### src/rtl/troco_pkg.sv
// Shared definitions for the change dispenser (maq_troco): FSM state
// encoding, coin values and one-hot coin request codes.
package troco_pkg;

    typedef enum logic [1:0] {
        OCIOSO  = 2'b00,
        ESCOLHE = 2'b01,
        ENTREGA = 2'b10,
        FIM     = 2'b11
    } estado_t;

    localparam int unsigned V5  = 5;
    localparam int unsigned V10 = 10;
    localparam int unsigned V20 = 20;

    localparam logic [2:0] M0  = 3'b000;
    localparam logic [2:0] M5  = 3'b001;
    localparam logic [2:0] M10 = 3'b010;
    localparam logic [2:0] M20 = 3'b100;

    // Face value of a one-hot coin code; anything not one-hot is worth nothing.
    function automatic int unsigned valor_moeda(input logic [2:0] m);
        case (m)
            M5:      valor_moeda = V5;
            M10:     valor_moeda = V10;
            M20:     valor_moeda = V20;
            default: valor_moeda = 0;
        endcase
    endfunction

endpackage

### src/rtl/maq_troco_if.sv
// Bus between the sale path / coin hopper and the change dispenser.
// master: the side that requests change and acknowledges coins.
// slave : the dispenser itself.
interface maq_troco_if #(
    parameter int WIDTH = 7
);
    logic             start;
    logic [WIDTH-1:0] valor;
    logic             ack;
    logic             repoe;
    logic             d5;
    logic             d10;
    logic             d20;
    logic             busy;
    logic             done;
    logic             falta;

    modport master (
        output start, valor, ack, repoe,
        input  d5, d10, d20, busy, done, falta
    );

    modport slave (
        input  start, valor, ack, repoe,
        output d5, d10, d20, busy, done, falta
    );
endinterface

### src/rtl/maq_troco_estoque.sv
// Stock counter for one coin denomination: reloads to MAX on refill,
// counts down once per coin delivered, and flags whether any coin is left.
module estoque #(
    parameter int W   = 4,
    parameter int MAX = 15
) (
    input  logic clk,
    input  logic res,
    input  logic repoe,
    input  logic dec,
    output logic nz
);
    logic [W-1:0] cnt;

    // Refill wins over a decrement on the same edge; never wrap below zero.
    always_ff @(posedge clk or negedge res) begin
        if (!res) begin
            cnt <= W'(MAX);
        end else if (repoe) begin
            cnt <= W'(MAX);
        end else if (dec && nz) begin
            cnt <= cnt - W'(1);
        end
    end

    assign nz = (cnt != '0);
endmodule

### src/rtl/maq_troco.sv
// Change dispenser: takes the change amount at the end of a sale and pays
// it out one coin at a time (20, 10, 5, largest first) to the hopper with
// a request/acknowledge handshake per coin.
// Build option TROCO_ESTOQUE_EN: enables per-denomination stock counters,
// the repoe refill input and the falta (change incomplete) flag. Without
// it every denomination is always available and falta stays low.
module maq_troco
    import troco_pkg::*;
#(
    parameter int WIDTH       = 7,
    parameter int ESTOQUE_W   = 4,
    parameter int ESTOQUE_MAX = 15
) (
    input logic        clk,
    input logic        res,
    maq_troco_if.slave bus
);
    estado_t          estado, estado_nxt;
    logic [WIDTH-1:0] restante, restante_nxt;
    logic [2:0]       moeda, moeda_nxt;
    logic [2:0]       disp;

    localparam logic [WIDTH-1:0] C5  = WIDTH'(V5);
    localparam logic [WIDTH-1:0] C10 = WIDTH'(V10);
    localparam logic [WIDTH-1:0] C20 = WIDTH'(V20);

    // Coin value at the width of the remainder register.
    function automatic logic [WIDTH-1:0] valor_c(input logic [2:0] m);
        valor_c = WIDTH'(valor_moeda(m));
    endfunction

`ifdef TROCO_ESTOQUE_EN
    logic       falta_q, falta_nxt;
    logic [2:0] dec;

    // One stock counter per denomination, bit order matching the coin code.
    for (genvar i = 0; i < 3; i++) begin : g_estoque
        estoque #(
            .W   (ESTOQUE_W),
            .MAX (ESTOQUE_MAX)
        ) u_estoque (
            .clk   (clk),
            .res   (res),
            .repoe (bus.repoe),
            .dec   (dec[i]),
            .nz    (disp[i])
        );
    end
`else
    // Without stock tracking every coin is always on hand and refill is moot.
    logic unused_repoe;
    assign unused_repoe = bus.repoe;
    assign disp         = 3'b111;
`endif

    // Next-state and datapath decisions for the payout sequence.
    always_comb begin
        estado_nxt   = estado;
        restante_nxt = restante;
        moeda_nxt    = moeda;
`ifdef TROCO_ESTOQUE_EN
        falta_nxt    = falta_q;
        dec          = 3'b000;
`endif
        case (estado)
            OCIOSO: begin
                if (bus.start) begin
                    restante_nxt = bus.valor;
`ifdef TROCO_ESTOQUE_EN
                    falta_nxt    = 1'b0;
`endif
                    estado_nxt   = ESCOLHE;
                end
            end
            ESCOLHE: begin
                // A remainder of 1-4 cannot be paid and is dropped silently.
                if (restante < C5) begin
                    estado_nxt = FIM;
                end else if (restante >= C20 && disp[2]) begin
                    moeda_nxt  = M20;
                    estado_nxt = ENTREGA;
                end else if (restante >= C10 && disp[1]) begin
                    moeda_nxt  = M10;
                    estado_nxt = ENTREGA;
                end else if (disp[0]) begin
                    moeda_nxt  = M5;
                    estado_nxt = ENTREGA;
                end else begin
`ifdef TROCO_ESTOQUE_EN
                    falta_nxt  = 1'b1;
`endif
                    estado_nxt = FIM;
                end
            end
            ENTREGA: begin
                // The selection rule never picks a coin larger than the remainder.
                if (bus.ack) begin
                    restante_nxt = restante - valor_c(moeda);
`ifdef TROCO_ESTOQUE_EN
                    dec          = moeda;
`endif
                    moeda_nxt    = M0;
                    estado_nxt   = ESCOLHE;
                end
            end
            FIM: begin
                estado_nxt = OCIOSO;
            end
            default: begin
                estado_nxt = OCIOSO;
            end
        endcase
    end

    // FSM state register.
    always_ff @(posedge clk or negedge res) begin
        if (!res) begin
            estado <= OCIOSO;
        end else begin
            estado <= estado_nxt;
        end
    end

    // Remainder and coin-request registers; reset drops any in-flight coin.
    always_ff @(posedge clk or negedge res) begin
        if (!res) begin
            restante <= '0;
            moeda    <= M0;
        end else begin
            restante <= restante_nxt;
            moeda    <= moeda_nxt;
        end
    end

`ifdef TROCO_ESTOQUE_EN
    // Sticky shortage flag, cleared only by the next accepted start.
    always_ff @(posedge clk or negedge res) begin
        if (!res) begin
            falta_q <= 1'b0;
        end else begin
            falta_q <= falta_nxt;
        end
    end

    assign bus.falta = falta_q;
`else
    assign bus.falta = 1'b0;
`endif

    assign bus.d5   = moeda[0];
    assign bus.d10  = moeda[1];
    assign bus.d20  = moeda[2];
    assign bus.busy = (estado != OCIOSO);
    assign bus.done = (estado == FIM);

endmodule

### src/flat_wrapper.sv
// flat-port wrapper written by rule: the top's interface ports become plain ports
module maq_troco_flat import troco_pkg::*;
#(
    parameter int WIDTH       = 7,
    parameter int ESTOQUE_W   = 4,
    parameter int ESTOQUE_MAX = 15
)
  (clk, res, bus_start, bus_valor, bus_ack, bus_repoe, bus_d5, bus_d10, bus_d20, bus_busy, bus_done, bus_falta);
  maq_troco_if #(.WIDTH(WIDTH)) bus_i ();
  input logic clk;
  input logic res;
  input wire logic [$bits(bus_i.start)-1:0] bus_start;
  input wire logic [$bits(bus_i.valor)-1:0] bus_valor;
  input wire logic [$bits(bus_i.ack)-1:0] bus_ack;
  input wire logic [$bits(bus_i.repoe)-1:0] bus_repoe;
  output wire logic [$bits(bus_i.d5)-1:0] bus_d5;
  output wire logic [$bits(bus_i.d10)-1:0] bus_d10;
  output wire logic [$bits(bus_i.d20)-1:0] bus_d20;
  output wire logic [$bits(bus_i.busy)-1:0] bus_busy;
  output wire logic [$bits(bus_i.done)-1:0] bus_done;
  output wire logic [$bits(bus_i.falta)-1:0] bus_falta;
  assign bus_i.start = bus_start;
  assign bus_i.valor = bus_valor;
  assign bus_i.ack = bus_ack;
  assign bus_i.repoe = bus_repoe;
  assign bus_d5 = bus_i.d5;
  assign bus_d10 = bus_i.d10;
  assign bus_d20 = bus_i.d20;
  assign bus_busy = bus_i.busy;
  assign bus_done = bus_i.done;
  assign bus_falta = bus_i.falta;
  maq_troco #(.WIDTH(WIDTH), .ESTOQUE_W(ESTOQUE_W), .ESTOQUE_MAX(ESTOQUE_MAX)) u_core (.clk(clk), .res(res), .bus(bus_i));
endmodule
### config.mk
export PLATFORM = sky130hd
export DESIGN_NAME = maq_troco_flat
export DESIGN_NICKNAME = d
export VERILOG_FILES = /design/src/rtl/troco_pkg.sv /design/src/rtl/maq_troco_if.sv /design/src/rtl/maq_troco_estoque.sv /design/src/rtl/maq_troco.sv /design/src/flat_wrapper.sv
export SDC_FILE = /design/constraint.sdc
export NUM_CORES = 1
export LEC_CHECK = 0
export ABC_CLOCK_PERIOD_IN_PS = 2450
export CORE_MARGIN = 2
export CORE_UTILIZATION = 35
export DETAILED_ROUTE_END_ITERATION = 16
export SETUP_SLACK_MARGIN = 0.02
export SYNTH_ARGS = -nofsm -noshare
export SYNTH_HDL_FRONTEND = slang
export SYNTH_SLANG_ARGS = --single-unit
### constraint.sdc
create_clock -name clk -period 2.45 [get_ports clk]
set_input_delay 0.49 -clock clk [delete_from_list [all_inputs] [get_ports clk]]
set_output_delay 0.49 -clock clk [all_outputs]
set_load 0.005 [all_outputs]
==> results of run 1 <==
critical path, stage by stage (launching register included):
cell and delay [ns]:
dfrtp_1 0.43, nor3b_2 0.18, ha_1 0.24, fa_1 0.46
nand2b_1 0.18, a21oi_1 0.25, or4_1 0.16, o21ai_0 0.07
a21oi_1 0.14
layer usage:
layer	up-vias	part of all wire [%]	wire (um)	global-route usage (%)
met5	-	0	0	0
met2	16	47	910	25.9
met3	5	4.2	81	2.46
met1	357	47	914	19.2
li1	415	-	-	-
met4	0	1.7	33	7.50
synth_stat cells (all sizes together):
library cell and instances:
nor2 16, conb 1, a31oi 3, nand3b 1
nand2b 6, ha 5, nor3 1, mux2i 2
nand2 10, or2 1, or4 1, o21ai 12
a21oi 14, o211ai 1, nor3b 3, xor2 1
inv 4, fa 1, nor2b 4, clkbuf 1
dfrtp 12, a21o 1, nand3 1, o221ai 1
and2b 1, and2 1, buf 4, o22ai 1
o31ai 1, xnor2 1
flip-flops by register name, indices dropped and copies added (netlist names):
name             count
u_core.estado        2
u_core.restante      7
u_core.moeda         3
kinds of logic after synthesis:
family | Yosys count
buf+inv | 9
fa+ha+maj | 6
simple gates | 46
xor+xnor | 2
other cells | 1
compound gates | 34
flops | 12
mux | 2
how the worst min path moves through the flow:
stage | from | depth (start not counted) | to
after detailed placement | u_core.restante[0] | 2 | u_core.restante[0]
after CTS | u_core.restante[0] | 2 | u_core.restante[0]
after global routing | res | 1 | u_core.moeda[0]
after floorplan | res | 0 | u_core.estado[0]
final | u_core.restante[0] | 2 | u_core.restante[0]
after global placement | u_core.restante[0] | 2 | u_core.restante[0]
power by group:
part           switching (W)  internal, W
clock              0.0000708    0.0000904
sequential          0.000145     0.000290
combinational       0.000443     0.000414
layout make-up:
| cell class | instances | area (um^2) |
|---|---|---|
| fillers | 268 | 1340 |
| multi-input cells | 91 | 544 |
| flip-flops and latches | 12 | 300 |
| repair buffers | 16 | 158 |
| well taps | 30 | 37.5 |
| clock buffers | 4 | 36.3 |
| inverters | 4 | 15.0 |
stage by stage:
stage | setup slack, ns | instances | cell area (um^2) | hold slack [ns]
finish | 0.256 | 157 | 1090 | 0.549
global route | 0.0396 | 157 | 1090 | 0.622
CTS | 0.203 | 157 | 1090 | 0.559
detailed placement | 0.226 | 153 | 1050 | 0.540
global placement | 0.277 | 153 | 1050 | 0.532
floorplan | 0.423 | 112 | 887 | 0.194
cell usage in the layout, fill, tap and decap left out, drive strengths merged:
cell,Yosys,routed
buf,4,1
and2b,1,1
ha,5,5
xnor2,1,1
inv,4,4
dfrtp,12,12
o211ai,1,1
o31ai,1,1
o221ai,1,1
o21ai,12,12
xor2,1,1
clkbuf,1,4
nand2,10,10
a21oi,14,14
nor3,1,1
nand3b,1,1
conb,1,1
nor2b,4,4
fa,1,1
nor3b,3,3
or2,1,1
nor2,16,16
nand3,1,1
a21o,1,1
clkdlybuf4s50,0,15
o22ai,1,1
or4,1,1
mux2i,2,2
a31oi,3,3
and2,1,1
nand2b,6,6
==> flow_summary.yaml, run 1 <==
die:
  io_pins: 18
  fp.dieW_um: 54.3
  die_h_um: 54.3
  start_util_pct: 36.5
  die_area_um2: 2950
  core_um2: 2430
  num_rows: 18
synthesis:
  synthTopCellsByArea: "dfrtp_1 (34%), a21oi_1 (7.9%), ha_1 (7.1%)"
  synth.area.mux_share_pct: 2.26
  synth_compound_gate_area_share_pct: 21.0
  syn-cell-area_um2: 887
  yosysWarningCount: 0
  ys_ff_latch: 12
  seq_area_frac_synth_pct: 33.9
  avgSynthCellArea_um2: 7.92
  synth_top_family_by_area: "simple AND/OR/NAND/NOR gates"
  synthCells: 112
  synth_cell_types: 33
  yosysTopAreaCell: "dfrtp_1"
  synthSimpleGateAreaFrac_pct: 25.8
  synth_nets: 130
  yosys.area_share.xor_xnor_pct: 1.97
  netlist.area_leader.share_pct: 33.9
  synth-adder-area-share_pct: 9.31
global_route:
  grt_start_max_net_pins: 13
  grt_usage_pct: 15.5
  grt_pass1_vias: 723
  grt_antenna_before_repair: 0
  grt_pass1_wl_um: 3170
  grt_overflow: 0
clock_network:
  cts_htree_levels: 1
  clockRootBuffer: "clkbuf_4"
  cts_hold_buffers: 0
  cts_tree: "built"
  cts-resized-gates: 0
  clockBufferDepth: 2
  clock_sinks: 12
  cts_setup_buffers: 0
  cts_buffers: 3
  clk_pin_slew_worst_paths_ns: 0.08
  clock_latency_ns: 0.28
sta:
  worst_pin_slew_ns: 0.603
  fin_crit_ns: 2.19
  setup_tns_ns: 0
  hold_viol_final: 0
  finalSetupViolCount: 0
  fin_crit_sh_pct: 89.5
  clock_skew_ns: 0.00156
  rsz0062_at_grt: "false"
  slew_headroom_pct: 59.7
  max_freq_mhz: 456
  report.final.slew_viol_count: 0
detailed_routing:
  drt-initial-drc-count: 11
  totalWireLength_um: 1940
  drcViolationCount: 0
  via_count: 793
  post_drt_wl_per_cell_um: 12.4
  antenna_left: 0
  via_per_inst: 5.05
  first_pass_iters: 4
worst_setup_path:
  r2r_cells: 8
  worstSetupEndpointType: "flip-flop"
  crit_required_ns: 2.66
  critical_path.startpoint: "u_core.moeda[0]"
  cp.arrival_ns: 2.40
  reg2reg_from: "u_core.moeda[0]"
  setup.worst_path.end: "u_core.restante[6]"
  r2r_end: "u_core.restante[6]"
  critPathMaxFanout: 5
  regToRegSetupSlack_ns: 0.26
  startpoint_type: "flip-flop"
  worstSetupPathType: "reg -> reg"
cells_and_area:
  diodes: 0
  drive_above_1_share_pct: 5.51
  final_nets: 146
  area_growth_pct: 23.0
  postLayoutCoreUtil_pct: 44.9
hold_path:
  hold_path.class: "reg -> reg"
pwr:
  p_per_area_nw_per_um2: 1330
  leakage_nw: 0.473
  p_total_w: 0.00145
  ir_worst_vdd_v: 0.000609
job:
  drv_cap: 0
status:
  status: "finished, final reports clean"
placement:
  io_buffers: 15
  globalplace.congestion: 0.731
  dp_hpwl_um: 1490
Note: power is estimated with default switching activity, not from simulation.
==> run 2: changes to the inputs <==
- GPL_TIMING_DRIVEN: not set -> 0
- SYNTH_HIERARCHICAL: not set -> 1
==> run 2 against run 1 <==
Effect of this change: critical path depth is 2 lower; sequential power is 6.9% lower; non-clock buffer count is 4 higher; critical path type unchanged.
==> flow_summary.yaml, run 2 <==
status:
  status: "finished, final reports clean"
global_route:
  grt_overflow: 0
  grt_pass1_wl_um: 3410
  grt_start_max_net_pins: 13
  grt_antenna_before_repair: 0
  grt_pass1_vias: 796
  grt_usage_pct: 13.9
pwr:
  leakage_nw: 0.507
  p_per_area_nw_per_um2: 1320
  ir_worst_vdd_v: 0.000718
worst_setup_path:
  r2r_cells: 6
  crit_slowest_cell: "or3b_2"
  cpPeakStageDelay_ns: 0.51
  crit_buf_inv: 0
  reg2reg_from: "u_core/moeda[2]"
  crit_required_ns: 2.65
  r2r_end: "u_core/restante[6]"
  regToRegSetupSlack_ns: 0.36
  cp.arrival_ns: 2.29
  worstSetupEndpointType: "flip-flop"
  crit_family: "simple AND/OR/NAND/NOR gates"
  path_cells: "or3b_2, ha_1, o21ai_0, a21oi_1, o31a_1, nor3_1"
  cp.depth: 6
  critPathMaxFanout: 6
  startpoint_type: "flip-flop"
  worstSetupPathType: "reg -> reg"
cells_and_area:
  multi_input_area_um2: 578
  fillers: 249
  regArea_um2: 300
  largest_reg_flops: 7
  regMostFlops: "u_core/restante"
  postLayoutCoreUtil_pct: 46.5
  top_regs: "u_core/restante x7, u_core/moeda x3, u_core/estado x2"
  final_nets: 145
  area_growth_pct: 23.8
  final_cell_mix: "nor2_1 (16), clkdlybuf4s50_1 (15), a21oi_1 (14)"
  drive_above_1_share_pct: 16.7
  final_common_cell: "nor2_1"
  diodes: 0
hold_path:
  whs_endpoint: "u_core/moeda[0]"
  hold_path.class: "reg -> reg"
  hold_path_startpoint: "u_core/moeda[0]"
  whs_path_depth: 1
clock_network:
  cts-resized-gates: 0
  cts_tree: "built"
  cts_hold_buffers: 0
  clock_latency_ns: 0.28
  clockBufferDepth: 2
  cts_htree_levels: 1
  clock_sinks: 12
  cts_buffers: 3
  cts_setup_buffers: 0
  clk_pin_slew_worst_paths_ns: 0.09
  clockRootBuffer: "clkbuf_4"
synthesis:
  synth_ff_type: "dfrtp_1"
  seq_area_frac_synth_pct: 32.0
  netlist.area_leader.share_pct: 32.0
  synthArstFlopShare_pct: 100
  synth_compound_gate_area_share_pct: 21.8
  synth-edff-count: 0
  synthSimpleGateAreaFrac_pct: 22.9
  ys_ff_latch: 12
  synth-adder-area-share_pct: 8.79
  yosys.area_share.xor_xnor_pct: 1.86
  synthTopCellsByArea: "dfrtp_1 (32%), a21oi_1 (7.5%), ha_1 (6.7%)"
  synthTopCellsByCount: "nor2_1 (16), a21oi_1 (14), dfrtp_1 (12)"
  avgSynthCellArea_um2: 8.78
  synth_cell_types: 46
  syn-cell-area_um2: 940
  synth.area.mux_share_pct: 5.73
  yosysWarningCount: 6
  synth_nets: 125
  synth_top_family_by_area: "simple AND/OR/NAND/NOR gates"
  post-synth-top-count-cell: "nor2_1"
  synthCells: 107
  yosysTopAreaCell: "dfrtp_1"
detailed_routing:
  via_per_inst: 5.39
  first_pass_iters: 4
  drcViolationCount: 0
  antenna_left: 0
  via_count: 841
  post_drt_wl_per_cell_um: 13.2
  drt-initial-drc-count: 22
  totalWireLength_um: 2060
die:
  start_util_pct: 37.6
  core_um2: 2500
  die_area_um2: 3120
  num_rows: 18
  io_pins: 18
  die_h_um: 55.8
  fp.dieW_um: 55.8
sta:
  clock_skew_ns: 0.00427
  report.final.slew_viol_count: 0
  setup_tns_ns: 0
  rsz0062_at_grt: "false"
  fin_crit_sh_pct: 85.3
  hold_viol_final: 0
  fin_crit_ns: 2.09
  max_freq_mhz: 478
  whs_ns: 0.560
  worst_pin_slew_ns: 0.613
  finalSetupViolCount: 0
  slew_headroom_pct: 59.0
job:
  drv_cap: 0
placement:
  globalplace.congestion: 0.800
  dp_hpwl_um: 1580
  io_buffers: 15
[run 2: cell types whose count changed after synthesis, sizes merged, moves of 3 or more]
cell    before  now
o21ai       12    5
nand2       10    5
mux2         0    3
nand2b       6    3
a31oi        3    0
nor2b        4    1
[run 2: kinds of logic (layout without fill, tap and decap cells)]
logic type      after synthesis  count (layout)
flops                        12              12
simple gates                 40              40
fa+ha+maj                     6               6
xor+xnor                      2               2
other cells                   1               1
mux                           5               5
buf+inv                      10              29
compound gates               31              31
[run 2: worst max-delay path by stage]
stage,startpoint,to
floorplan,u_core/moeda[0],u_core/restante[6]
global placement,u_core/moeda[2],u_core/restante[5]
detailed placement,u_core/moeda[2],u_core/restante[6]
CTS,u_core/moeda[2],u_core/restante[6]
global route,u_core/moeda[2],u_core/restante[5]
finish,u_core/moeda[2],u_core/restante[6]
[run 2: where the power goes]
part	internal (W)	switching, W	total (W)
Sequential	0.000288	0.000116	0.000404
Clock	0.0000904	0.0000751	0.000166
Combinational	0.000469	0.000497	0.000966
Total	0.000847	0.000688	0.00154
[run 2: worst reg2reg max path, delay by kind of cell, from the launching register on]
family | cells | cell delay (ns)
simple gates | 2 | 0.68
compound gates | 3 | 0.51
flops | 1 | 0.44
fa+ha+maj | 1 | 0.37
[run 2: final cells by class]
type / instances / area share [%]
timing repair buffer: 15 / 12.9
tap: 30 / 3.23
clock buffer: 4 / 3.12
buffer: 5 / 3.66
multi-input combinational: 85 / 49.7
sequential: 12 / 25.8
inverter: 5 / 1.61
[run 2: stage by stage]
| stage | cell area (um^2) | instances | setup WS [ns] | power (W) |
|---|---|---|---|---|
| floorplan | 940 | 107 | 0.535 | 0.00112 |
| global placement | 1130 | 152 | 0.417 | 0.00135 |
| detailed placement | 1130 | 152 | 0.385 | 0.00137 |
| CTS | 1160 | 156 | 0.371 | 0.00154 |
| global route | 1160 | 156 | 0.202 | 0.00167 |
| finish | 1160 | 156 | 0.359 | 0.00154 |
[run 2: routing by layer]
| layer | global-route usage, % | wire length [um] |
|---|---|---|
| met2 | 21.9 | 952 |
| met4 | 5.44 | 27 |
| met5 | 0 | 0 |
| met3 | 4.19 | 60 |
| met1 | 17.9 | 1020 |
==> run 3: changes to the inputs <==
- CORE_UTILIZATION: 35 -> 45
- PLACE_DENSITY: not set -> 0.71
==> run 3 against run 2 <==
Effect of this change: fmax is 2.2% higher; cell count is 1.9% lower; largest power group unchanged; clock skew is 0.0025 ns lower; critical endpoint unchanged; clock power hardly changed; non-clock buffer count stayed put; highest routed layer unchanged; clock-buffer cell count stayed put; critical path depth stayed put; flip-flop and latch count stayed put; hold slack worse by 0.0026 ns.
==> flow_summary.yaml, run 3 (same netlist as run 2, synthesis figures left out) <==
status:
  status: "finished, final reports clean"
global_route:
  grt_antenna_before_repair: 0
  grt_start_max_net_pins: 13
  grt_overflow: 0
  grt_usage_pct: 19.0
  grt_pass1_vias: 787
  grt_pass1_wl_um: 3540
detailed_routing:
  first_pass_iters: 4
  drcViolationCount: 0
  via_per_inst: 5.39
  drt-initial-drc-count: 14
  via_count: 824
  post_drt_wl_per_cell_um: 12.7
  antenna_left: 0
  totalWireLength_um: 1950
cells_and_area:
  final_area_um2: 1160
  postLayoutCoreUtil_pct: 59.1
  diodes: 0
  final_cell_mix: "nor2_1 (16), clkdlybuf4s50_1 (15), a21oi_1 (14)"
  largest_reg_flops: 7
  drive_above_1_share_pct: 16.7
  fillers: 191
  final_nets: 145
  area_growth_pct: 23.4
  top_regs: "u_core/restante x7, u_core/moeda x3, u_core/estado x2"
  regMostFlops: "u_core/restante"
  final_common_cell: "nor2_1"
sta:
  clock_skew_ns: 0.00181
  slew_headroom_pct: 63.3
  fin_crit_sh_pct: 83.5
  report.final.slew_viol_count: 0
  rsz0062_at_grt: "false"
  hold_viol_final: 0
  max_freq_mhz: 489
  fin_crit_ns: 2.05
  finalSetupViolCount: 0
  worst_pin_slew_ns: 0.549
  whs_ns: 0.557
  setup_tns_ns: 0
placement:
  dpl_cell_area_um2: 1120
  dp_hpwl_um: 1550
  io_buffers: 15
  globalplace.congestion: 0.860
worst_setup_path:
  critPathMaxFanout: 5
  crit_required_ns: 2.65
  startpoint_type: "flip-flop"
  cp.arrival_ns: 2.25
  worstSetupEndpointType: "flip-flop"
  worstSetupPathType: "reg -> reg"
die:
  num_rows: 16
  die_area_um2: 2470
  io_pins: 18
  core_um2: 1960
  start_util_pct: 47.9
  fp.dieW_um: 49.7
  die_h_um: 49.7
pwr:
  p_per_area_nw_per_um2: 1320
  p_total_w: 0.00153
  leakage_nw: 0.507
  ir_worst_vdd_v: 0.000778
clock_network:
  clockBufferDepth: 2
  clk_pin_slew_worst_paths_ns: 0.08
  cts_hold_buffers: 0
  cts-resized-gates: 0
  cts_setup_buffers: 0
  clock_sinks: 12
  clock_latency_ns: 0.28
  cts_htree_levels: 1
  cts_buffers: 3
  clockRootBuffer: "clkbuf_4"
  cts_tree: "built"
hold_path:
  hold_path.class: "in -> async"
job:
  drv_cap: 0
run 3: stage by stage:
step                      std cells  setup slack, ns
after floorplan                 107            0.535
after global routing            153            0.225
final                           153            0.405
after CTS                       153            0.389
after global placement          149            0.448
after detailed placement        149            0.412
run 3: power by group:
part           switching (W)  internal [W]
Sequential          0.000111      0.000288
Clock              0.0000752     0.0000905
Combinational       0.000493      0.000467
Total               0.000680      0.000846
run 3: worst max-delay path, cell delays in order (launching register included):
cell and delay (ns):
dfrtp_1 0.41, or3b_2 0.52, ha_1 0.36, o21ai_0 0.18, a21oi_1 0.08, o31a_1 0.24
nor3_1 0.17
run 3: layer usage:
metal	share of wire [%]	routed length (um)	vias to the layer above	global-route usage, %
li1	-	-	425	-
met1	49	951	380	25.6
met2	45	886	14	29.3
met3	3.5	68	5	3.03
met4	2.2	42	0	9.72
met5	0	0	-	0
run 3: final timing paths:
| check | start | slack [ns] | depth (start not counted) | to |
|---|---|---|---|---|
| setup reg to reg | u_core/moeda[0] | 0.40 | 6 | u_core/restante[6] |
| min in group clk | u_core/moeda[0] | 0.56 | 1 | u_core/moeda[0] |
| setup / recovery | u_core/moeda[0] | 0.40 | 6 | u_core/restante[6] |
| max in group asynchronous | res | 1.53 | 1 | u_core/restante[0] |
| hold / removal | res | 0.56 | 1 | u_core/estado[1] |
| hold reg to reg | u_core/moeda[0] | 0.56 | 1 | u_core/moeda[0] |
run 3: cell type report:
cell class / instances / area, um^2 / share of cell area (%)
multi-input cells: 85 / 578 / 49.8
flip-flops and latches: 12 / 300 / 25.9
repair buffers: 15 / 150 / 12.9
plain buffers: 5 / 42.5 / 3.67
clock buffers: 4 / 36.3 / 3.13
well taps: 27 / 33.8 / 2.91
inverters: 5 / 18.8 / 1.62
